--- config.mk ---
export PLATFORM = sky130hd
export DESIGN_NAME = sbox_scheduler
export DESIGN_NICKNAME = d
export VERILOG_FILES = /design/src/rtl/sbox_scheduler.sv
export SDC_FILE = /design/constraint.sdc
export NUM_CORES = 1
export LEC_CHECK = 0
export CELL_PAD_IN_SITES_DETAIL_PLACEMENT = 1
export CELL_PAD_IN_SITES_GLOBAL_PLACEMENT = 1
export CORE_MARGIN = 8
export CORE_UTILIZATION = 41
export DETAILED_ROUTE_END_ITERATION = 8
export PLACE_DENSITY = 0.95
export SETUP_SLACK_MARGIN = 0.1
export SYNTH_ARGS = -nofsm -noshare
export SYNTH_HDL_FRONTEND = slang
export SYNTH_SLANG_ARGS = --single-unit
export TNS_END_PERCENT = 5
--- constraint.sdc ---
create_clock -name clk -period 3.45 [get_ports clk]
set_input_delay 0.345 -clock clk [delete_from_list [all_inputs] [get_ports clk]]
set_output_delay 0.345 -clock clk [all_outputs]
set_load 0.01 [all_outputs]
--- src/rtl/sbox_scheduler.sv ---
// sbox_scheduler: time-multiplexes one shared 32-bit S-box column (four byte
// S-boxes) between the AES round datapath and key expansion.
//   A 128-bit SubBytes request is run through the column one 32-bit word per
//   cycle. A 32-bit SubWord request takes a single column cycle.
//
// Ports
//   clk, rst_n        clock (rising edge), asynchronous active-low reset
//   st_req/st_in      state SubBytes request and 128-bit state (byte 0 = [0:7])
//   st_out/st_done    substituted state and its one-cycle valid pulse
//   kw_req/kw_in      key-expansion SubWord request and 32-bit word
//   kw_out/kw_done    substituted word and its one-cycle valid pulse
//   sb_in/sb_out      shared column input (0 when idle) and its combinational result
//   busy              high whenever the scheduler is not in IDLE
//
// Configuration
//   SBOX_SCHED_FAIR_EN  defined:   alternating priority on simultaneous requests
//                       undefined: key expansion always wins a simultaneous request
module sbox_scheduler (
    input  logic           clk,
    input  logic           rst_n,
    input  logic           st_req,
    input  logic [0:127]   st_in,
    output logic [0:127]   st_out,
    output logic           st_done,
    input  logic           kw_req,
    input  logic [0:31]    kw_in,
    output logic [0:31]    kw_out,
    output logic           kw_done,
    output logic [0:31]    sb_in,
    input  logic [0:31]    sb_out,
    output logic           busy
);

    localparam int unsigned STATE_W = 128;
    localparam int unsigned WORD_W  = 32;
    localparam int unsigned COL_W   = 2;

    typedef enum logic [1:0] {
        S_IDLE = 2'd0,
        S_ST   = 2'd1,
        S_KW   = 2'd2,
        S_DONE = 2'd3
    } state_t;

    state_t               state_q, state_d;
    logic [COL_W-1:0]     col_q, col_d;
    logic [0:STATE_W-1]   st_buf_q, st_buf_d;
    logic [0:STATE_W-1]   st_out_q, st_out_d;
    logic [0:WORD_W-1]    kw_out_q, kw_out_d;
    logic [0:WORD_W-1]    sb_in_q, sb_in_d;
    logic                 st_done_q, st_done_d;
    logic                 kw_done_q, kw_done_d;
    logic                 busy_q, busy_d;
    logic                 grant_st, grant_kw;

`ifdef SBOX_SCHED_FAIR_EN
    localparam logic GRANT_ST = 1'b0;
    localparam logic GRANT_KW = 1'b1;
    logic last_grant_q, last_grant_d;
`endif

    // Arbitration between the two requesters (only acted on in IDLE)
    always_comb begin
        grant_st = 1'b0;
        grant_kw = 1'b0;
`ifdef SBOX_SCHED_FAIR_EN
        if (st_req && kw_req) begin
            if (last_grant_q == GRANT_ST) begin
                grant_kw = 1'b1;
            end else begin
                grant_st = 1'b1;
            end
        end else begin
            grant_st = st_req;
            grant_kw = kw_req;
        end
`else
        grant_kw = kw_req;
        grant_st = st_req && !kw_req;
`endif
    end

    // Next-state and output logic. sb_in is registered one cycle ahead so the
    // column sees the right word throughout each ST/KW cycle; it also serves
    // as the key-word buffer since KW lasts a single cycle.
    always_comb begin
        state_d   = state_q;
        col_d     = col_q;
        st_buf_d  = st_buf_q;
        st_out_d  = st_out_q;
        kw_out_d  = kw_out_q;
        sb_in_d   = '0;
        st_done_d = 1'b0;
        kw_done_d = 1'b0;
`ifdef SBOX_SCHED_FAIR_EN
        last_grant_d = last_grant_q;
`endif

        case (state_q)
            S_IDLE: begin
                if (grant_st) begin
                    state_d  = S_ST;
                    col_d    = '0;
                    st_buf_d = st_in;
                    sb_in_d  = st_in[0:WORD_W-1];
`ifdef SBOX_SCHED_FAIR_EN
                    last_grant_d = GRANT_ST;
`endif
                end else if (grant_kw) begin
                    state_d = S_KW;
                    sb_in_d = kw_in;
`ifdef SBOX_SCHED_FAIR_EN
                    last_grant_d = GRANT_KW;
`endif
                end
            end
            S_ST: begin
                st_out_d[WORD_W*col_q +: WORD_W] = sb_out;
                col_d = col_q + COL_W'(1);
                if (col_q == COL_W'(3)) begin
                    state_d   = S_DONE;
                    st_done_d = 1'b1;
                end else begin
                    sb_in_d = st_buf_q[WORD_W*col_d +: WORD_W];
                end
            end
            S_KW: begin
                kw_out_d  = sb_out;
                state_d   = S_DONE;
                kw_done_d = 1'b1;
            end
            S_DONE: begin
                state_d = S_IDLE;
            end
            default: begin
                state_d = S_IDLE;
            end
        endcase

        busy_d = (state_d != S_IDLE);
    end

    // State and output registers
    always_ff @(posedge clk or negedge rst_n) begin
        if (!rst_n) begin
            state_q   <= S_IDLE;
            col_q     <= '0;
            st_buf_q  <= '0;
            st_out_q  <= '0;
            kw_out_q  <= '0;
            sb_in_q   <= '0;
            st_done_q <= 1'b0;
            kw_done_q <= 1'b0;
            busy_q    <= 1'b0;
        end else begin
            state_q   <= state_d;
            col_q     <= col_d;
            st_buf_q  <= st_buf_d;
            st_out_q  <= st_out_d;
            kw_out_q  <= kw_out_d;
            sb_in_q   <= sb_in_d;
            st_done_q <= st_done_d;
            kw_done_q <= kw_done_d;
            busy_q    <= busy_d;
        end
    end

`ifdef SBOX_SCHED_FAIR_EN
    // Last grant starts at ST so key expansion wins the first tie
    always_ff @(posedge clk or negedge rst_n) begin
        if (!rst_n) begin
            last_grant_q <= GRANT_ST;
        end else begin
            last_grant_q <= last_grant_d;
        end
    end
`endif

    assign st_out  = st_out_q;
    assign st_done = st_done_q;
    assign kw_out  = kw_out_q;
    assign kw_done = kw_done_q;
    assign sb_in   = sb_in_q;
    assign busy    = busy_q;

endmodule

==> Word-level counts from Yosys, hierarchy flattened <==
Cells that the tools add are included.
{ "totals": {"regBits": 327, "input_bits": 196, "out_inout_bits": 195} }
{ "op_classes": {"addsub": 2, "n_eq_ne": 5, "n_shift": 3, "n_mux": 14, "bitwise": 2, "reduce_logical": 7} }
{ "op_table": {"columns": ["cell", "count"], "rows": [
  ["$shift A129 B34 Y128 const A", 1],
  ["$shiftx A128 B33 Y129", 1],
  ["$shiftx A129 B34 Y128", 1],
  ["$bwmux W128", 1],
  ["$mux W32", 3],
  ["$not A7 Y33", 2],
  ["$pmux W32 S2", 1],
  ["$neg A33 Y34", 1],
  ["$mux W2", 4],
  ["$pmux W2 S4", 1],
  ["$eq A2 B2 Y1 const B", 3],
  ["$pmux W2 S2", 1],
  ["$reduce_and A2 Y1", 2],
  ["$reduce_bool A2 Y1", 2],
  ["$mux W1", 3],
  ["$add A2 B1 Y2 const B", 1],
  ["$eq A2 B1 Y1 const B", 1],
  ["$logic_not A2 Y1", 1],
  ["$ne A2 B2 Y1 const B", 1],
  ["$logic_and A1 B1 Y1", 1],
  ["$logic_not A1 Y1", 1]
]} }

==> Logic depth before layout (Yosys ltp) <==
{ "logic_depth": {"ltp_word": 5, "mapped_depth": 8, "depth_no_buf": 5} }

==> Least setup slack after synthesis <==
OpenSTA, ideal clock, no wires.
{ "synth_timing": {"kind": "flip-flop to flip-flop", "startpoint": "register col_q[0]", "endpoint": "register sb_in_q, in the netlist sb_in[0]", "arrival_ps": 1814, "required_ps": 3367, "path_slack_ps": 1554, "stages_incl_launch_ff": 9, "period_less_slack_ps": 1896, "path_cell_list": "dfrtp_1 > buf_4 > inv_1 > ha_1 > or3b_1 > buf_6 > buf_6 > o22a_1 > o21ai_0"} }
{ "synth_between": {"elab_chain_cells": 5} }
{ "synth_rtl": {"columns": ["element", "line", "source"], "rows": [
  ["from (decl)", "46", "logic [COL_W-1:0] col_q, col_d;"],
  ["from (signal assigned)", "157", "col_q <= col_d;"],
  ["$add A2 B1 Y2", "119", "col_d = col_q + COL_W'(1);"],
  ["$not A7 Y33 (not written as such)", "124", "sb_in_d = st_buf_q[WORD_W*col_d +: WORD_W];"],
  ["$shiftx A128 B33 Y129", "124", null],
  ["$mux W32 (*)", "120", "if (col_q == COL_W'(3)) begin"],
  ["$pmux W32 S2 (*)", "99", "case (state_q)"],
  ["net sb_in_d (one bit)", "50", "logic [0:WORD_W-1] sb_in_q, sb_in_d;"],
  ["to (signal assigned)", "161", "sb_in_q <= sb_in_d;"],
  ["to (decl)", "50", null]
]} }
Mark *: on every way through the listed nets, which the timed path passes. The rest lies on a longest branch.
A chain may end at the register's enable or synchronous reset.

==> Worst setup path after layout <==
{ "layout_timing": {"startpoint": "register col_q[0]", "endpoint": "register sb_in_q, in the netlist sb_in[12]"} }
The elaborated chain is that of the path after synthesis.

==> impl_metrics.toml <==
[status]
status = "finished clean"

[setup_path]
critPathCaptureType = "register"
arrival_ps = 3240
crit_required_ps = 3860
r2r-start = "col_q[0]"
path_max_fanout = 22
criticalPathCategory = "reg -> reg"
critPathLaunch = "col_q[0]"
start_kind = "register"

[synthesis]
seq_area_frac_synth_pct = 62.5
synth_cells = 883
syn_area_um2 = 13100
ys_top_cells_by_area = "dfrtp_1, mux2_2, a22o_1"
ys_warn_count = 0
syn_avg_cell_area_um2 = 14.8
synth_top_area_cell = "dfrtp_1"
syn-num-nets = 1086
ys_ff_latch = 327
ys_types = 30
synth_top_area_share_pct = 62.5

[timing]
rsz0062_at_grt = "false"
finalSetupTns_ps = 0
tightest_slew_ps = 1120
slew_headroom_pct = 25.6
hold_viol = 0
post-route-period-util_pct = 81.9
setup_ws_ps = 623
slew_viol_final = 0
fin_worst_skew_ps = 33.2
setup_viol = 0
min_period_ps = 2830
max_freq_mhz = 354

[power]
power.leakage_uw = 0.00807
power_per_cell_area_nw_per_um2 = 906
seqPwrFrac_pct = 39.3
swShare_pct = 33.4
power_frac_clock_pct = 22.6
intPower_uw = 11200
p_comb_share_pct = 38.1
p_sw_uw = 5620
ir_drop_mv = 0.458

[route]
wl_met2_um = 25000
wl_met3_um = 4270
highest_layer = "met5"
drc = 0
ant_nets = 0
wl_met1_um = 18300
drt_first_pass_iters = 4
vias = 9918
vias_per_cell = 5.83
avgRoutedWirePerCell_um = 29.2
routed_wl_um = 49600
initialDrtViolationCount = 529

[clock_tree]
cts_resized = 0
cts_setup_buffers = 0
cts-root-buf = "clkbuf_16"
cts.sinks = 327
hold_buffers = 1
htree_levels = 2
cts_tree = "done"
cts_max_path_buffers = 3
cts_buffers = 37
clk_latency_ps = 540
clk_pin_slew_ps = 60

[global_route]
grt_pass1_vias = 11375
antenna_found_initial = 10
grt_pass1_wl_um = 75400
grt_use_total_pct = 25.7
grt_overflow = 0
grt_max_degree = 108

[place]
gp_congestion = 0.834
hpwl_um = 34400
port_buffers = 390
pre_cts_slack_ps = 700

[die]
pin_count = 391
core_area_um2 = 31500
dieHeight_um = 195
chipWidth_um = 195
initial_core_util_pct = 41.6
rows = 65
die-area_um2 = 37900

[hold_path]
holdCritStartpoint = "st_in[42]"
hp-class = "in -> reg"

[finish]
seqCellArea_um2 = 8190
area_delta_synth_final_pct = 42.1
mostFrequentLayoutCell = "clkdlybuf4s50_1"
drive_gt1_share_pct = 19.6
mostFrequentLayoutCells = "clkdlybuf4s50_1, dfrtp_1, mux2_2, a22o_1, mux2i_1"
finalNetCount = 1474
fill_cells = 2971
multi_input_area_um2 = 4550

[job]
drv_cap = 0
[layout make-up]
class,instances,area share [%]
Antenna cell,5,0.0672
Clock buffer,50,5.67
Clock inverter,11,0.625
Inverter,8,0.161
Multi-Input combinational cell,479,24.4
Sequential cell,327,44.0
Tap cell,402,2.70
Timing Repair Buffer,418,22.4
[per-layer routing]
layer / vias to the layer above / GRT usage (%)
met3: 116 / 8.02
li1: 4093 / -
met4: 10 / 10.9
met2: 504 / 44.1
met5: - / 0
met1: 5195 / 29.5
[worst paths after layout]
path                            slack (ps)           end  depth (start not counted)
worst max-delay path                   620     sb_in[12]                          6
worst min-delay path                   420  st_buf_q[42]                          2
worst min register to register         510    st_out[83]                          1
min in group asynchronous              430  st_buf_q[42]                          2
worst max register to register         620     sb_in[12]                          6
max in group asynchronous             1960    st_out[31]                          3
[cells by family (layout without fill, tap and decap cells)]
kind of cell / Yosys count / in the layout / synth area share (%)
fa+ha+maj: 7 / 7 / 0.669
other cells: 0 / 5 / 0
mux: 224 / 224 / 18.7
buf+inv: 77 / 487 / 3.03
simple gates: 14 / 14 / 0.812
compound gates: 234 / 234 / 14.4
flops: 327 / 327 / 62.5
[flip-flops by register name, summed over array words and instances (netlist names), 2 cells and up]
name      count
st_out      128
col_q         2
sb_in        32
kw_out       32
state_q       2
st_buf_q    128
[power by group through the flow]
stage	logic (uW)	clock network, uW	registers, uW
floorplan	3030	0	6560
global placement	5980	0	6380
detailed placement	6330	0	6580
CTS	6460	3870	6590
global route	6810	4030	6770
finish	6420	3820	6620
[stage by stage]
stage | instances | power, uW | instance area [um2] | hold slack [ps] | util [%]
detailed placement | 1633 | 12900 | 17400 | 478 | 55.3
CTS | 1695 | 16900 | 18600 | 418 | 59.1
floorplan | 883 | 9590 | 13100 | 49.4 | -
global placement | 1633 | 12400 | 17400 | 452 | 55.3
finish | 1700 | 16900 | 18600 | 422 | 59.1
global route | 1700 | 17600 | 18600 | 426 | 59.1
[worst max-delay path: stages (launching register included)]
cell and delay, ps:
dfrtp_4 670, inv_1 240, ha_1 370, or3b_1 700, buf_4 360, o22a_1 240
o21ai_0 140
[synthesized netlist by cell type, drive strengths merged]
cell      n
a211o     1
a211oi    1
a21bo     1
a21boi    1
a22o    128
a22oi    32
a32o      1
buf      44
clkbuf   25
dfrtp   327
ha        7
inv       8
mux2    160
mux2i    64
nand2     4
nand3b    2
nor2      1
nor2b     1
nor3      5
o211ai    1
o21a      1
o21ai    34
o221ai    1
o22a     32
or3b      1
Note: power is estimated with default switching activity, not from simulation.
